[src/rtl/seg_scan_ctrl.sv]
// Six-digit seven-segment scan scheduler with a double-buffered display word,
// per-slot blanking guard and optional leading-zero blanking.
module seg_scan_ctrl #(
  parameter int PRESCALE = 1024,
  parameter int GUARD    = 16
) (
  input  logic        clk,
  input  logic        reset,
  input  logic        enable,
  input  logic        lzb,
  input  logic        load_valid,
  input  logic [23:0] load_data,
  output logic        load_ready,
  output logic [3:0]  d,
  output logic [5:0]  seg_sel,
  output logic        frame_done
);

  localparam int PW = $clog2(PRESCALE);
  localparam logic [PW-1:0] P_LAST = PW'(PRESCALE - 1);
  localparam logic [PW-1:0] G_LEN  = PW'(GUARD);

  typedef enum logic [1:0] {
    S_OFF,
    S_GUARD,
    S_DRIVE
  } st_e;

  st_e            st_q, st_d;
  logic [PW-1:0]  pcnt_q, pcnt_d;
  logic [2:0]     dig_q, dig_d;
  logic           lzb_q, lzb_d;

  logic [23:0]    shadow_q, shadow_d;
  logic [23:0]    pend_q, pend_d;
  logic           full_q, full_d;
  logic           rdy_q, rdy_d;
  logic [3:0]     d_q, d_d;
  logic [5:0]     sel_q, sel_d;
  logic           fd_q, fd_d;

  logic           acc;
  logic           xfer;
  logic [23:0]    sh_w;
  logic           blank;
  logic           drive;

  // State register: scan position of the cycle being displayed
  always_ff @(posedge clk or posedge reset) begin
    if (reset) begin
      st_q   <= S_OFF;
      pcnt_q <= '0;
      dig_q  <= '0;
      lzb_q  <= 1'b0;
    end else begin
      st_q   <= st_d;
      pcnt_q <= pcnt_d;
      dig_q  <= dig_d;
      lzb_q  <= lzb_d;
    end
  end

  always_comb begin
    st_d   = st_q;
    pcnt_d = pcnt_q;
    dig_d  = dig_q;
    lzb_d  = lzb_q;
    if (!enable) begin
      st_d   = S_OFF;
      pcnt_d = '0;
      dig_d  = '0;
    end else begin
      unique case (st_q)
        S_GUARD, S_DRIVE: begin
          if (pcnt_q == P_LAST) begin
            pcnt_d = '0;
            dig_d  = (dig_q == 3'd5) ? 3'd0 : dig_q + 3'd1;
          end else begin
            pcnt_d = pcnt_q + 1'b1;
          end
        end
        default: begin
          pcnt_d = '0;
          dig_d  = '0;
        end
      endcase
      st_d = (pcnt_d < G_LEN) ? S_GUARD : S_DRIVE;
      // lzb is only sampled when a new slot begins
      if (pcnt_d == '0) begin
        lzb_d = lzb;
      end
    end
  end

  always_comb begin
    acc      = load_valid && rdy_q;
    xfer     = fd_q && full_q;
    shadow_d = xfer ? pend_q : shadow_q;
    pend_d   = acc ? load_data : pend_q;
    full_d   = acc | (full_q & ~xfer);
    rdy_d    = ~full_d;

    sh_w  = shadow_d >> {dig_d, 2'b00};
    blank = lzb_d && (dig_d != 3'd0) && (sh_w == '0);
    drive = (st_d == S_DRIVE) && !blank;
    sel_d = drive ? (6'b1 << dig_d) : 6'b0;
    d_d   = drive ? sh_w[3:0] : d_q;
    fd_d  = (st_d != S_OFF) && (pcnt_d == P_LAST) && (dig_d == 3'd5);
  end

  always_ff @(posedge clk or posedge reset) begin
    if (reset) begin
      shadow_q <= '0;
      pend_q   <= '0;
      full_q   <= 1'b0;
      rdy_q    <= 1'b1;
      d_q      <= '0;
      sel_q    <= '0;
      fd_q     <= 1'b0;
    end else begin
      shadow_q <= shadow_d;
      pend_q   <= pend_d;
      full_q   <= full_d;
      rdy_q    <= rdy_d;
      d_q      <= d_d;
      sel_q    <= sel_d;
      fd_q     <= fd_d;
    end
  end

  assign load_ready = rdy_q;
  assign d          = d_q;
  assign seg_sel    = sel_q;
  assign frame_done = fd_q;

endmodule

[config.mk]
export PLATFORM = sky130hd
export DESIGN_NAME = seg_scan_ctrl
export DESIGN_NICKNAME = d
export VERILOG_FILES = /design/src/rtl/seg_scan_ctrl.sv
export SDC_FILE = /design/constraint.sdc
export NUM_CORES = 1
export LEC_CHECK = 0
export BUFFER_PORTS_ARGS = -buffer_cell sky130_fd_sc_hd__buf_2
export CAP_MARGIN = 0
export CELL_PAD_IN_SITES_DETAIL_PLACEMENT = 1
export CELL_PAD_IN_SITES_GLOBAL_PLACEMENT = 1
export CORE_ASPECT_RATIO = 2
export CORE_MARGIN = 10
export CORE_UTILIZATION = 24
export CTS_CLUSTER_SIZE = 28
export DETAILED_ROUTE_END_ITERATION = 16
export PLACE_DENSITY = 0.53
export SYNTH_ARGS = -nofsm -noshare
export SYNTH_HDL_FRONTEND = slang
export SYNTH_SLANG_ARGS = --single-unit
[constraint.sdc]
create_clock -name clk -period 7.05 [get_ports clk]
set_clock_uncertainty 0.2 [all_clocks]
set_input_delay 1.7625 -clock clk [delete_from_list [all_inputs] [get_ports clk]]
set_output_delay 1.7625 -clock clk [all_outputs]
set_load 0.01 [all_outputs]
==> summary.md <==
| Metric | Value |
|---|---|
| Iter 0 DRT Violations | `93` |
| F_max | `0.251 GHz` |
| PwrDens | `204 nW/µm²` |
| Top-Level Pins | `41` |
| Switching Share | `0.220` |
| NetSw | `about 0.00022 W` |
| Max Cap Viol | `0` |
| R2r setup slk | `roughly 3.5 ns` |
| Drt drc | `0` |
| Share of cells above drive strength 1 | `0.318` |
| Comb pwr share | `0.032` |
| WP data required | `~7 ns` |
| Initial Utilization | `0.245` |
| Initial antenna violation count | `0` |
| Post-place instance area | `4490 µm²` |
| Vias per std cell | `about 5.0` |
| CTS root buf | `clkbuf_16` |
| Drt wl/cell | `around 20 µm` |
| Vias in the first global route | `approximately 3,500` |
| Synthesized Nets | `~400` |
| Critical setup path kind | `in -> reg` |
| Antenna Diode Count | `0` |
| First-pass GRT wire length | `19.5 mm` |
| Post-synth EDFFs | `0` |
| Outcome | `finished clean` |
| Core area | `16,800 µm²` |
| Number of gates resized after CTS | `0` |
| Count of cell types in the netlist | `between 70 and 80` |
| Cell row count | `67` |
| Via Count | `around 3,100` |
| Synth Flop Type | `dfrtp_1` |
| Port-buffer cells | `40` |
| RSZ-0062 raised after global routing | `false` |
| Max-slew violations | `0` |
| End of the worst register-to-register path | `seg_sel[2]$_DFF_PP0_` |
| Synth warn | `0` |
| Worst-path clk slew | `0.06 ns` |
| Routability-driven placement congestion ratio | `between 0.9 and 1` |
| Hold EP | `pend_q[3]$_DFFE_PP0P_` |
| Worst min-delay path startpoint | `pend_q[3]$_DFFE_PP0P_` |
| Clk pwr share | `0.513` |
| Clock latency on the worst-skew pair | `0.35 ns` |
| Hold Path Depth | `1` |
| Cells after synthesis | `369` |
| CTS max path bufs | `2` |
| CTS tree | `done` |
| CP arrival | `3.98 ns` |
| Leak pwr | `about 2.3 nW` |
| All-Layer GR Usage | `0.108` |
| Internal power | `roughly 0.00077 W` |
| CTS Buf Count | `9` |
| Post-route minimum period | `around 4 ns` |
| Mean post-synth cell area | `around 11 µm²` |
| Post-route cell area | `about 4800 µm²` |
| Total Routed Length | `roughly 12 mm` |
| Mapped Area | `about 4100 µm²` |
| Drt first pass iters | `4` |
| Async SR Flop Fraction | `1.00` |
| Actual slew at the worst max-slew pin | `about 1.1 ns` |
| Detailed placement HPWL | `9.41 mm` |
| Critical path launch point | `enable` |
| Count of final hold-check violations | `0` |
| Crit-path max FO | `14` |
| Die extent in x | `roughly 110 µm` |
| CTS Hold Bufs | `0` |
| CTS sink count | `between 70 and 80` |
| IR drop worst, VDD | `roughly 0.12 mV` |
| Crit share post-route | `0.565` |
| Rel. slew slack | `0.275` |
| CP endpoint kind | `flip-flop` |
| Worst r2r path cells | `8` |
| FILL cells | `between 1,500 and 2,000` |
| Post-Route Setup TNS | `0 ns` |
| Final ANT Viol Nets | `0` |
| H-tree Lvls | `3` |
| Largest net degree at the start of global routing | `78` |
| Sequential share of power | `0.455` |
| Fin nets | `approximately 430` |
| Yosys reg bits | `77` |
| Hold_ws | `about 0.32 ns` |
| RR Startpoint | `pcnt_q[0]$_DFF_PP0_` |
| HP Class | `reg -> reg` |
| Post-CTS Setup Inserts | `0` |
| Die area | `23,200 µm²` |
| Critical Path Start Type | `input port` |
| Area Overhead vs Synth | `16.4%` |
| Sequential share of the synthesized area | `0.467` |
| Chip height | `slightly above 200 µm` |
| Endpoints failing setup | `0` |
| Grt total ovfl | `0` |
[synthesized netlist by cell type (all sizes together) (3+ instances only)]
cell type / number / share of area
o21ai: 10 / 0.012
a211oi: 20 / 0.042
a21oi: 7 / 0.0085
mux2i: 17 / 0.042
inv: 20 / 0.018
a31oi: 4 / 0.0061
nand3: 12 / 0.016
nor2: 23 / 0.022
mux2: 48 / 0.13
xnor2: 6 / 0.013
nor3: 7 / 0.0085
nor4: 8 / 0.014
nand2: 19 / 0.018
nand4: 11 / 0.022
and4: 6 / 0.014
buf: 11 / 0.018
dfrtp: 76 / 0.46
and3: 4 / 0.0073
xor2: 3 / 0.0082
and2: 5 / 0.0082
clkbuf: 9 / 0.0082
[per-stage QoR]
step | worst slack [ns] | utilization | cells | power, W
CTS | 3.03 | 0.286 | 613 | 0.00100
finish | 3.07 | 0.286 | 613 | 0.000984
detailed placement | 2.67 | 0.266 | 597 | 0.000488
floorplan | 3.12 | - | 369 | 0.000472
global route | 2.91 | 0.286 | 613 | 0.00102
global placement | 2.84 | 0.266 | 597 | 0.000487
[worst max-delay path, cell delays in order]
cell and delay, ns:
buf_2 0.22, nand2_1 0.36, o2bb2a_1 0.42, o221a_1 0.27
nor4_1 0.43, and4_1 0.41, a211oi_1 0.11
[power groups by stage]
stage	logic, W	clock network [W]	registers [W]
5_1_grt	0.0000360	0.000539	0.000447
2_1_floorplan	0.0000172	0	0.000455
3_5_place_dp	0.0000329	0	0.000456
3_3_place_gp	0.0000319	0	0.000455
6_report	0.0000314	0.000505	0.000447
4_1_cts	0.0000330	0.000522	0.000447
[metal layers]
layer | part of all wire | wire (µm) | track usage
met1 | 0.35 | 4190 | 0.0988
met2 | 0.59 | 7180 | 0.210
met3 | 0.022 | 263 | 0.0204
met4 | 0.042 | 505 | 0.0638
met5 | 0 | 0 | 0
[cells by family (layout without fill, tap and decap cells)]
family / count (synthesis) / after routing / synth area share
AOI/OAI and AO/OA: 72 / 72 / 0.144
muxes: 65 / 65 / 0.174
buffers and inverters: 40 / 77 / 0.0448
xor gates and xnor gates: 9 / 9 / 0.0209
adders and majority gates: 1 / 1 / 0.00303
and+or+nand+nor: 105 / 105 / 0.147
DFF: 77 / 77 / 0.467
[worst max path at each step]
stage | end | cells past startpoint
3_5_place_dp | seg_sel[1]$_DFF_PP0_ | 7
6_report | seg_sel[1]$_DFF_PP0_ | 7
4_1_cts | seg_sel[1]$_DFF_PP0_ | 7
3_3_place_gp | seg_sel[1]$_DFF_PP0_ | 7
2_1_floorplan | d[0]$_DFFE_PP0P_ | 1
5_1_grt | seg_sel[1]$_DFF_PP0_ | 7
[sequential cells by signal (all words and copies together), names as in the netlist]
name and cells:
pend_q 24, shadow_q 24, pcnt_q 10, seg_sel 6
d 4, dig_q 3, st_q 2, frame_done 1
full_q 1, load_ready 1, lzb_q 1
[final cells by class]
class | count | area (µm²) | area share
inverter | 20 | 75.1 | 0.0156
sequential | 77 | 1930 | 0.401
tap | 207 | 259 | 0.0538
clock inverter | 7 | 97.6 | 0.0203
multi-input combinational | 252 | 2020 | 0.420
timing repair buffer | 41 | 208 | 0.0432
clock buffer | 9 | 225 | 0.0468
[cell usage in the layout (no fill, tap or decap), types with 3 or more instances in the layout]
master     synthesis  final
dfrtp_1           76     76
a211oi_2           5      5
nand3_1           11     11
mux2_2            44     44
o21ai_0            6      6
a31oi_1            4      4
nor2_1            22     22
mux2_1             3      3
and2_1             4      4
nor4_1             7      7
inv_1             20     19
clkbuf_16          0      9
o21ai_1            4      4
nand2_1           18     18
and4_1             4      4
nor3_1             7      7
xnor2_1            6      6
a21oi_1            7      7
nand4_1            9      9
a211oi_1          15     15
and3_1             3      3
buf_2              7     40
mux2i_1           16     16
Power figures use the tool's default switching activity.
